===== src/rtl/axil_io_regs_if.sv =====
// AXI4-Lite bus bundle split into write and read channel modports.
// Used by axil_io_regs and its bench; widths follow the instantiating scope.
interface taxi_axil_if #(
    parameter int unsigned ADDR_W = 32,
    parameter int unsigned DATA_W = 32,
    parameter int unsigned STRB_W = DATA_W / 8
) ();
    logic [ADDR_W-1:0] awaddr;
    logic [2:0]        awprot;
    logic              awvalid;
    logic              awready;
    logic [DATA_W-1:0] wdata;
    logic [STRB_W-1:0] wstrb;
    logic              wvalid;
    logic              wready;
    logic [1:0]        bresp;
    logic              bvalid;
    logic              bready;
    logic [ADDR_W-1:0] araddr;
    logic [2:0]        arprot;
    logic              arvalid;
    logic              arready;
    logic [DATA_W-1:0] rdata;
    logic [1:0]        rresp;
    logic              rvalid;
    logic              rready;

    modport wr_slv (
        input  awaddr, awprot, awvalid, wdata, wstrb, wvalid, bready,
        output awready, wready, bresp, bvalid
    );
    modport rd_slv (
        input  araddr, arprot, arvalid, rready,
        output arready, rdata, rresp, rvalid
    );
    modport wr_mst (
        output awaddr, awprot, awvalid, wdata, wstrb, wvalid, bready,
        input  awready, wready, bresp, bvalid
    );
    modport rd_mst (
        output araddr, arprot, arvalid, rready,
        input  arready, rdata, rresp, rvalid
    );
endinterface


===== src/rtl/axil_io_regs.sv =====
// AXI4-Lite control (RW) / status (RO) register bank with independent read and write paths.
// Optional build macro: AXIL_IO_REGS_WSTRB_EN enables per-byte write-strobe masking.
module axil_io_regs #(
    parameter int unsigned ADDR_W = 32,
    parameter int unsigned DATA_W = 32,
    parameter int unsigned STRB_W = DATA_W / 8,
    parameter int unsigned NUM_RW = 8,
    parameter int unsigned NUM_RO = 4,
    parameter logic [DATA_W-1:0] CTRL_RST = '0
) (
    input  logic                     aclk,
    input  logic                     aresetn,
    taxi_axil_if.wr_slv              s_wr_if,
    taxi_axil_if.rd_slv              s_rd_if,
    output logic [NUM_RW*DATA_W-1:0] ctrl_out,
    output logic [NUM_RW-1:0]        wr_pulse,
    input  logic [(NUM_RO > 0 ? NUM_RO : 1)*DATA_W-1:0] status_in
);

    localparam int unsigned ALIGN = $clog2(STRB_W);
    localparam int unsigned IDX_W = ADDR_W - ALIGN;
    localparam logic [1:0] RESP_OKAY   = 2'b00;
    localparam logic [1:0] RESP_SLVERR = 2'b10;

    typedef enum logic {WrIdle, WrResp} wr_state_e;
    typedef enum logic {RdIdle, RdResp} rd_state_e;

    wr_state_e         wr_state_q;
    logic              aw_held_q;
    logic [IDX_W-1:0]  aw_idx_q;
    logic              w_held_q;
    logic [DATA_W-1:0] w_data_q;
    logic [STRB_W-1:0] w_strb_q;
    logic              awready_q;
    logic              wready_q;
    logic              bvalid_q;
    logic [1:0]        bresp_q;
    logic [DATA_W-1:0] ctrl_q [NUM_RW];
    logic [NUM_RW-1:0] wr_pulse_q;

    rd_state_e         rd_state_q;
    logic              arready_q;
    logic              rvalid_q;
    logic [1:0]        rresp_q;
    logic [DATA_W-1:0] rdata_q;

    logic              aw_hs;
    logic              w_hs;
    logic              commit;
    logic [IDX_W-1:0]  wr_idx;
    logic [DATA_W-1:0] wr_data;
    logic [STRB_W-1:0] wr_strb;
    logic [DATA_W-1:0] wr_mask;
    logic              wr_is_rw;
    logic              ar_hs;
    logic [IDX_W-1:0]  rd_idx;
    logic [DATA_W-1:0] rd_word;
    logic              rd_mapped;

    // Protection bits and sub-word address bits carry no meaning for this bank.
    logic unused_sigs;
    assign unused_sigs = ^{s_wr_if.awprot, s_rd_if.arprot,
                           s_wr_if.awaddr[ALIGN-1:0], s_rd_if.araddr[ALIGN-1:0]};

    // A channel arriving this cycle takes precedence over an empty hold register.
    assign aw_hs    = s_wr_if.awvalid && awready_q;
    assign w_hs     = s_wr_if.wvalid && wready_q;
    assign wr_idx   = aw_hs ? s_wr_if.awaddr[ADDR_W-1:ALIGN] : aw_idx_q;
    assign wr_data  = w_hs ? s_wr_if.wdata : w_data_q;
    assign wr_strb  = w_hs ? s_wr_if.wstrb : w_strb_q;
    assign commit   = (wr_state_q == WrIdle) && (aw_held_q || aw_hs) && (w_held_q || w_hs);
    assign wr_is_rw = wr_idx < IDX_W'(NUM_RW);

    always_comb begin
        wr_mask = '0;
`ifdef AXIL_IO_REGS_WSTRB_EN
        for (int unsigned b = 0; b < STRB_W; b++) begin
            wr_mask[b*8 +: 8] = {8{wr_strb[b]}};
        end
`else
        wr_mask = {DATA_W{|wr_strb}};
`endif
    end

    always_ff @(posedge aclk or negedge aresetn) begin
        if (!aresetn) begin
            wr_state_q <= WrIdle;
            aw_held_q  <= 1'b0;
            aw_idx_q   <= '0;
            w_held_q   <= 1'b0;
            w_data_q   <= '0;
            w_strb_q   <= '0;
            awready_q  <= 1'b0;
            wready_q   <= 1'b0;
            bvalid_q   <= 1'b0;
            bresp_q    <= RESP_OKAY;
            wr_pulse_q <= '0;
            for (int unsigned i = 0; i < NUM_RW; i++) begin
                ctrl_q[i] <= CTRL_RST;
            end
        end else begin
            wr_pulse_q <= '0;
            case (wr_state_q)
                WrIdle: begin
                    if (commit) begin
                        wr_state_q <= WrResp;
                        bvalid_q   <= 1'b1;
                        awready_q  <= 1'b0;
                        wready_q   <= 1'b0;
                        if (wr_is_rw) begin
                            bresp_q <= RESP_OKAY;
                            for (int unsigned i = 0; i < NUM_RW; i++) begin
                                if (wr_idx == IDX_W'(i)) begin
                                    ctrl_q[i]     <= (ctrl_q[i] & ~wr_mask) | (wr_data & wr_mask);
                                    wr_pulse_q[i] <= 1'b1;
                                end
                            end
                        end else begin
                            bresp_q <= RESP_SLVERR;
                        end
                    end else begin
                        if (aw_hs) begin
                            aw_held_q <= 1'b1;
                            aw_idx_q  <= s_wr_if.awaddr[ADDR_W-1:ALIGN];
                        end
                        if (w_hs) begin
                            w_held_q <= 1'b1;
                            w_data_q <= s_wr_if.wdata;
                            w_strb_q <= s_wr_if.wstrb;
                        end
                        awready_q <= !(aw_held_q || aw_hs);
                        wready_q  <= !(w_held_q || w_hs);
                    end
                end
                WrResp: begin
                    if (s_wr_if.bready) begin
                        wr_state_q <= WrIdle;
                        bvalid_q   <= 1'b0;
                        aw_held_q  <= 1'b0;
                        w_held_q   <= 1'b0;
                        awready_q  <= 1'b1;
                        wready_q   <= 1'b1;
                    end
                end
            endcase
        end
    end

    assign ar_hs  = s_rd_if.arvalid && arready_q;
    assign rd_idx = s_rd_if.araddr[ADDR_W-1:ALIGN];

    // Read sees the pre-commit register value when a write lands on the same edge.
    always_comb begin
        rd_word   = '0;
        rd_mapped = 1'b0;
        for (int unsigned i = 0; i < NUM_RW; i++) begin
            if (rd_idx == IDX_W'(i)) begin
                rd_word   = ctrl_q[i];
                rd_mapped = 1'b1;
            end
        end
        for (int unsigned j = 0; j < NUM_RO; j++) begin
            if (rd_idx == IDX_W'(NUM_RW + j)) begin
                rd_word   = status_in[j*DATA_W +: DATA_W];
                rd_mapped = 1'b1;
            end
        end
    end

    always_ff @(posedge aclk or negedge aresetn) begin
        if (!aresetn) begin
            rd_state_q <= RdIdle;
            arready_q  <= 1'b0;
            rvalid_q   <= 1'b0;
            rresp_q    <= RESP_OKAY;
            rdata_q    <= '0;
        end else begin
            case (rd_state_q)
                RdIdle: begin
                    if (ar_hs) begin
                        rd_state_q <= RdResp;
                        arready_q  <= 1'b0;
                        rvalid_q   <= 1'b1;
                        rdata_q    <= rd_word;
                        rresp_q    <= rd_mapped ? RESP_OKAY : RESP_SLVERR;
                    end else begin
                        arready_q <= 1'b1;
                    end
                end
                RdResp: begin
                    if (s_rd_if.rready) begin
                        rd_state_q <= RdIdle;
                        rvalid_q   <= 1'b0;
                        arready_q  <= 1'b1;
                    end
                end
            endcase
        end
    end

    assign s_wr_if.awready = awready_q;
    assign s_wr_if.wready  = wready_q;
    assign s_wr_if.bvalid  = bvalid_q;
    assign s_wr_if.bresp   = bresp_q;
    assign s_rd_if.arready = arready_q;
    assign s_rd_if.rvalid  = rvalid_q;
    assign s_rd_if.rresp   = rresp_q;
    assign s_rd_if.rdata   = rdata_q;
    assign wr_pulse        = wr_pulse_q;

    always_comb begin
        ctrl_out = '0;
        for (int unsigned i = 0; i < NUM_RW; i++) begin
            ctrl_out[i*DATA_W +: DATA_W] = ctrl_q[i];
        end
    end

endmodule

===== src/flat_wrapper.sv =====
// flat-port wrapper written by rule: the top's interface ports become plain ports
module axil_io_regs_flat 
#(
    parameter int unsigned ADDR_W = 32,
    parameter int unsigned DATA_W = 32,
    parameter int unsigned STRB_W = DATA_W / 8,
    parameter int unsigned NUM_RW = 8,
    parameter int unsigned NUM_RO = 4,
    parameter logic [DATA_W-1:0] CTRL_RST = '0
)
  (aclk, aresetn, ctrl_out, wr_pulse, status_in, s_wr_if_awaddr, s_wr_if_awprot, s_wr_if_awvalid, s_wr_if_wdata, s_wr_if_wstrb, s_wr_if_wvalid, s_wr_if_bready, s_wr_if_awready, s_wr_if_wready, s_wr_if_bresp, s_wr_if_bvalid, s_rd_if_araddr, s_rd_if_arprot, s_rd_if_arvalid, s_rd_if_rready, s_rd_if_arready, s_rd_if_rdata, s_rd_if_rresp, s_rd_if_rvalid);
  taxi_axil_if #(.ADDR_W(ADDR_W), .DATA_W(DATA_W), .STRB_W(STRB_W)) s_wr_if_i ();
  taxi_axil_if #(.ADDR_W(ADDR_W), .DATA_W(DATA_W), .STRB_W(STRB_W)) s_rd_if_i ();
  input  logic aclk;
  input  logic aresetn;
  output logic [NUM_RW*DATA_W-1:0] ctrl_out;
  output logic [NUM_RW-1:0] wr_pulse;
  input  logic [(NUM_RO > 0 ? NUM_RO : 1)*DATA_W-1:0] status_in;
  input wire logic [$bits(s_wr_if_i.awaddr)-1:0] s_wr_if_awaddr;
  input wire logic [$bits(s_wr_if_i.awprot)-1:0] s_wr_if_awprot;
  input wire logic [$bits(s_wr_if_i.awvalid)-1:0] s_wr_if_awvalid;
  input wire logic [$bits(s_wr_if_i.wdata)-1:0] s_wr_if_wdata;
  input wire logic [$bits(s_wr_if_i.wstrb)-1:0] s_wr_if_wstrb;
  input wire logic [$bits(s_wr_if_i.wvalid)-1:0] s_wr_if_wvalid;
  input wire logic [$bits(s_wr_if_i.bready)-1:0] s_wr_if_bready;
  output wire logic [$bits(s_wr_if_i.awready)-1:0] s_wr_if_awready;
  output wire logic [$bits(s_wr_if_i.wready)-1:0] s_wr_if_wready;
  output wire logic [$bits(s_wr_if_i.bresp)-1:0] s_wr_if_bresp;
  output wire logic [$bits(s_wr_if_i.bvalid)-1:0] s_wr_if_bvalid;
  input wire logic [$bits(s_rd_if_i.araddr)-1:0] s_rd_if_araddr;
  input wire logic [$bits(s_rd_if_i.arprot)-1:0] s_rd_if_arprot;
  input wire logic [$bits(s_rd_if_i.arvalid)-1:0] s_rd_if_arvalid;
  input wire logic [$bits(s_rd_if_i.rready)-1:0] s_rd_if_rready;
  output wire logic [$bits(s_rd_if_i.arready)-1:0] s_rd_if_arready;
  output wire logic [$bits(s_rd_if_i.rdata)-1:0] s_rd_if_rdata;
  output wire logic [$bits(s_rd_if_i.rresp)-1:0] s_rd_if_rresp;
  output wire logic [$bits(s_rd_if_i.rvalid)-1:0] s_rd_if_rvalid;
  assign s_wr_if_i.awaddr = s_wr_if_awaddr;
  assign s_wr_if_i.awprot = s_wr_if_awprot;
  assign s_wr_if_i.awvalid = s_wr_if_awvalid;
  assign s_wr_if_i.wdata = s_wr_if_wdata;
  assign s_wr_if_i.wstrb = s_wr_if_wstrb;
  assign s_wr_if_i.wvalid = s_wr_if_wvalid;
  assign s_wr_if_i.bready = s_wr_if_bready;
  assign s_wr_if_awready = s_wr_if_i.awready;
  assign s_wr_if_wready = s_wr_if_i.wready;
  assign s_wr_if_bresp = s_wr_if_i.bresp;
  assign s_wr_if_bvalid = s_wr_if_i.bvalid;
  assign s_rd_if_i.araddr = s_rd_if_araddr;
  assign s_rd_if_i.arprot = s_rd_if_arprot;
  assign s_rd_if_i.arvalid = s_rd_if_arvalid;
  assign s_rd_if_i.rready = s_rd_if_rready;
  assign s_rd_if_arready = s_rd_if_i.arready;
  assign s_rd_if_rdata = s_rd_if_i.rdata;
  assign s_rd_if_rresp = s_rd_if_i.rresp;
  assign s_rd_if_rvalid = s_rd_if_i.rvalid;
  axil_io_regs #(.ADDR_W(ADDR_W), .DATA_W(DATA_W), .STRB_W(STRB_W), .NUM_RW(NUM_RW), .NUM_RO(NUM_RO), .CTRL_RST(CTRL_RST)) u_core (.aclk(aclk), .aresetn(aresetn), .s_wr_if(s_wr_if_i), .s_rd_if(s_rd_if_i), .ctrl_out(ctrl_out), .wr_pulse(wr_pulse), .status_in(status_in));
endmodule

===== config.mk =====
export PLATFORM = sky130hd
export DESIGN_NAME = axil_io_regs_flat
export DESIGN_NICKNAME = d
export VERILOG_FILES = /design/src/rtl/axil_io_regs_if.sv /design/src/rtl/axil_io_regs.sv /design/src/flat_wrapper.sv
export SDC_FILE = /design/constraint.sdc
export NUM_CORES = 1
export LEC_CHECK = 0
export CAP_MARGIN = 25
export CORE_AREA = 4 4 213 215
export CTS_BUF_LIST = sky130_fd_sc_hd__clkbuf_4 sky130_fd_sc_hd__clkbuf_8
export CTS_CLUSTER_SIZE = 10
export DETAILED_ROUTE_END_ITERATION = 7
export DIE_AREA = 0 0 217 219
export MAX_ROUTING_LAYER = met4
export PLACE_DENSITY = 0.75
export SYNTH_ARGS = -nofsm -noshare
export SYNTH_HDL_FRONTEND = slang
export SYNTH_SLANG_ARGS = --single-unit

===== constraint.sdc =====
create_clock -name aclk -period 5.2 [get_ports aclk]
set_input_delay 1.04 -clock aclk [delete_from_list [all_inputs] [get_ports aclk]]
set_output_delay 1.04 -clock aclk [all_outputs]
set_load 0.005 [all_outputs]

==> After elaboration in Yosys (flattened, before gate mapping) <==
Index checks and enable logic that the tools add are counted.
{ "word_totals": {"reg_bits": 375, "output_inout_bits": 305, "wordCells": 164} }
{ "classes": {"magnitude_cmp": 1, "eq_ne": 25, "muxes": 66, "bitwise_logic": 21, "reduce_logical": 27} }
{ "op_table": {"columns": ["operator", "n"], "rows": [
  ["2-to-1 mux 32 bit", 13],
  ["AND 32 bit", 9],
  ["bitwise OR 32 bit", 8],
  ["== test 30 x 3 -> 1 bit (second input constant)", 8],
  ["== test 30 x 2 -> 1 bit (second input constant)", 4],
  ["== test 30 x 4 -> 1 bit (second input constant)", 4],
  ["== test 30 x 1 -> 1 bit (second input constant)", 2],
  ["logical NOT 30 bit", 2],
  ["2-to-1 mux 1 bit", 37],
  ["inverter 32 bit", 1],
  ["AND reduction 4 bit", 8],
  ["< comparator 30 x 4 -> 1 bit (second input constant)", 1],
  ["2-to-1 mux 30 bit", 1],
  ["2-to-1 mux 8 bit", 3],
  ["case mux 1 bit (2 select lines)", 9],
  ["AND reduction 2 bit", 5],
  ["inequality test 2 x 1 -> 1 bit (second input constant)", 4],
  ["inequality test 2 bit (second input constant)", 3],
  ["AND reduction 3 bit", 2],
  ["logical AND 1 bit", 5],
  ["2-to-1 mux 2 bit", 2],
  ["2-to-1 mux 4 bit", 1],
  ["OR reduction 4 bit", 1],
  ["inverter 1 bit", 3],
  ["2 further kinds", 4]
]} }

==> Logic depth before layout (Yosys ltp) <==
{ "depth": {"depth_word": 14, "ltp_mapped": 10, "mapped_depth_nobuf": 6} }

==> Worst setup path after synthesis <==
Ideal clock, no wire load.
{ "synth_path": {"path_type": "input port to flip-flop", "startpoint": "input s_rd_if_araddr[19]", "endpoint": "register u_core.rdata_q[25], in the netlist u_core.s_rd_if.rdata[25]", "setup_ns": 0.142, "t_arrival_ns": 2.920, "setup_slack_ns": 2.139, "path_stages": 7, "cell_sequence": "or4_1 > or2_4 > buf_6 > nor4_4 > mux2_4 > o211ai_2 > a31oi_1"} }
{ "synth_via": {"elab_chain_len": 13, "word_cells_on_any_way": 24} }
{ "synth_lines": {"columns": ["item", "line", "rtl"], "rows": [
  ["start: declaration", "flat_wrapper.sv:30", "input wire logic [$bits(s_rd_if_i.araddr)-1:0] s_rd_if_araddr;"],
  ["logical NOT 30 bit", "axil_io_regs.sv:157", "if (rd_idx == IDX_W'(i)) begin"],
  ["2-to-1 mux 32 bit (8 in a row)", "axil_io_regs.sv:157", null],
  ["2-to-1 mux 32 bit (3 in a row)", "axil_io_regs.sv:163", "if (rd_idx == IDX_W'(NUM_RW + j)) begin"],
  ["2-to-1 mux 32 bit *", "axil_io_regs.sv:163", null],
  ["end signal: assignment", "axil_io_regs.sv:184", "rdata_q <= rd_word;"],
  ["end: declaration", "axil_io_regs.sv:45", "logic [DATA_W-1:0] rdata_q;"]
]} }
Mark *: on every way between the ends. The rest lies on a longest branch, timed or not.
A chain may end at the register's enable or synchronous reset.

==> Worst setup path after layout <==
{ "layout_path": {"startpoint": "input s_rd_if_araddr[7]", "endpoint": "register u_core.rdata_q[11], in the netlist u_core.s_rd_if.rdata[11]"} }
The elaborated chain is that of the path after synthesis.

==> summary.md <==
| Metric | Value |
|---|---|
| CTS tree | `yes` |
| Antenna violations before repair | `13` |
| Flop and latch count out of synthesis | `373` |
| Tightest Pin Transition | `around 1100 ps` |
| # rows | `77` |
| Clk sinks | `between 300 and 400` |
| Sequential fraction of the synthesis area | `between 50% and 60%` |
| CORE AREA | `around 44000 um2` |
| First-pass GRT wire length | `around 120 mm` |
| Data required, critical path | `approximately 5700 ps` |
| Mapped Area | `between 15000 and 20000 um2` |
| CTS clk-pin slew, worst paths | `~60 ps` |
| Share of cells above drive strength 1 | `roughly 28%` |
| Worst skew pair latency | `620 ps` |
| Pleak | `about 11 nW` |
| Synth area leader | `dfrtp_1` |
| Placer congestion estimate | `1.00` |
| Power per cell area | `around 330 nW/um2` |
| Clock Tree Buf Depth | `3` |
| Synth Flop Type | `dfrtp_1` |
| Post-synth EDFFs | `0` |
| Slowest CP cell | `o311ai_0` |
| # fillers | `3686` |
| Top post-synthesis cells by area | `dfrtp_1, mux2_2, buf_2` |
| GRT Util Overall | `34.6%` |
| WP data arrival | `about 4500 ps` |
| Fin crit period | `around 4000 ps` |
| Unrepaired setup endpoints after global routing | `false` |
| Via count | `roughly 17k` |
| Hold_ws | `~470 ps` |
| Root buf cell | `clkbuf_8` |
| Die W | `about 220 um` |
| Async SR Flop Fraction | `100%` |
| Layout area overhead | `40.5%` |
| Maximum VDD drop | `around 240 uV` |
| Largest net degree at the start of global routing | `96` |
| Critical path endpoint category | `flip-flop` |
| Synth Warn # | `0` |
| Vias/cell | `approximately 6.1` |
| Post-Synthesis Cells | `about 1.5k` |
| Hold Buf Count CTS | `0` |
| Vias in the first global route | `between 15k and 20k` |
| Fmax | `approximately 0.25 GHz` |
| Port Buffers | `533` |
| Kind of critical path | `in2reg` |
| Starting Density | `between 40% and 50%` |
| Critical path's largest stage delay | `approximately 930 ps` |
| H-tree depth | `3` |
| CP startpoint | `s_rd_if_araddr[7]` |
| Total CTS buffers | `66` |
| Hold Path Class | `reg2reg` |
| Crit Path Max Fanout | `13` |
| CP Launch Type | `input pin` |
| Worst hold start | `u_core.rd_state_q` |
| Pre-antenna DRT Iters | `8` |
| Post-synth top cells | `dfrtp_1, mux2_2, nand2_1` |
| Synth top area share | `a little over 50%` |
| Setup TNS | `0 ps` |
| Avg Cell Area, Syn | `between 10 and 15 um2` |
| Worst r2r src | `u_core.s_wr_if.awready` |
| Routed WL per cell | `roughly 30 um` |
| Relative slew slack | `27.0%` |
| Buf/Inv on CP | `1` |
| DR iter-0 viols | `roughly 2.0k` |
| Cell variety after synth | `79` |
| Most frequent cell after synthesis | `dfrtp_1` |
| # IOs | `between 500 and 600` |
| Slew Limit Fails | `0` |
| Grt ovf | `0` |
| Clock Skews | `between 20 and 25 ps` |
| Die height | `219 um` |
| Final hold viol count | `0` |
| Final setup fails | `0` |
| Post-cts gate resize count | `0` |
| DR DRC count | `0` |
| Antenna-violating nets left | `0` |
| Status | `finished, final reports clean` |
| Detailed placement HPWL | `~60 mm` |
| Post-CTS setup buffers | `0` |
| Final nets | `2298` |
| Period utilization | `77.0%` |
| Max-cap violations | `0` |
| Die Footprint | `about 48000 um2` |
| Final WL | `82.4 mm` |
| Crit-path leading delay family | `simple AND/OR/NAND/NOR gates` |
| Crit path cell chain | `clkdlybuf4s50_1 -> nor4_4 -> nand3_1 -> o311ai_0 -> a311oi_1 -> or2_1` |
==> worst register-to-register path, cell delays in order, from the launching register on <==
cell      delay, ps
dfrtp_1         430
nand2_1         350
nand3_1         180
a222oi_1        430
nand3_1         410
nor2_4          470
buf_4           360
mux2_2          380
==> final cells by class <==
type | count | area, um2 | share of cell area (%)
Sequential cell | 373 | 9330 | 35.8
Multi-Input combinational cell | 1021 | 8700 | 33.4
Timing Repair Buffer | 587 | 5780 | 22.2
Clock buffer | 101 | 1270 | 4.88
Tap cell | 592 | 741 | 2.84
Clock inverter | 17 | 153 | 0.586
Antenna cell | 14 | 35.0 | 0.135
Inverter | 8 | 30.0 | 0.115
==> worst paths after layout <==
| path | to | slack (ps) | cells past startpoint |
|---|---|---|---|
| worst min-delay path | u_core.s_rd_if.arready | 470 | 1 |
| worst max-delay path | u_core.s_rd_if.rdata[11] | 1200 | 6 |
| min in group asynchronous | u_core.w_data_q[26] | 500 | 1 |
| worst min register to register | u_core.s_rd_if.arready | 470 | 1 |
| max in group asynchronous | u_core.s_rd_if.rdata[18] | 3540 | 2 |
| worst max register to register | flip-flop | 2060 | 7 |
==> logic make-up (layout without fill, tap and decap cells) <==
| family | Yosys count | after routing | synth area share, % |
|---|---|---|---|
| xor gates and xnor gates | 1 | 1 | 0.0473 |
| and+or+nand+nor | 311 | 311 | 9.63 |
| other | 1 | 16 | 0.0202 |
| muxes | 382 | 382 | 23.6 |
| DFF | 373 | 373 | 50.4 |
| buffers and inverters | 123 | 713 | 3.16 |
| AOI/OAI and AO/OA | 325 | 325 | 13.2 |
==> routing by layer <==
| layer | routed length, um | vias to the layer above | track usage [%] |
|---|---|---|---|
| met2 | 38100 | 968 | 53.0 |
| li1 | - | 6927 | - |
| met4 | 4360 | 0 | 16.3 |
| met5 | 0 | - | - |
| met3 | 8210 | 206 | 10.1 |
| met1 | 31700 | 8461 | 42.6 |
==> metrics by stage <==
stage	setup slack, ps	instance area (um2)	util, %	total power [W]	std cells
after CTS	1430	26000	59.5	0.00866	2699
final	1200	26000	59.5	0.00865	2713
after floorplan	2140	18500	-	0.00466	1517
after detailed placement	756	24600	56.2	0.00570	2581
after global placement	844	24600	56.2	0.00562	2581
after global routing	1200	26000	59.5	0.00902	2712
==> cells in the final DEF, fill, tap and decap left out, types with 18 or more instances in the layout <==
cell             count
clkdlybuf4s50_1    530
dfrtp_1            373
mux2_2             359
clkbuf_8            82
nand2_1             61
buf_4               52
nor2_1              45
a21oi_1             43
nand3_1             39
o21ai_0             33
nor3_1              32
nor4_1              26
a221oi_1            24
o22ai_1             19
o21a_1              19
clkbuf_4            19
a221o_1             18
==> power by group <==
group / internal, W / switching (W) / total [W] / leakage [nW]
logic: 0.000973 / 0.00121 / 0.00218 / 5.21
registers: 0.00327 / 0.000240 / 0.00352 / 5.01
clock network: 0.00167 / 0.00129 / 0.00296 / 0.750
total: 0.00592 / 0.00274 / 0.00865 / 11.0
(Power assumes the default switching activity.)
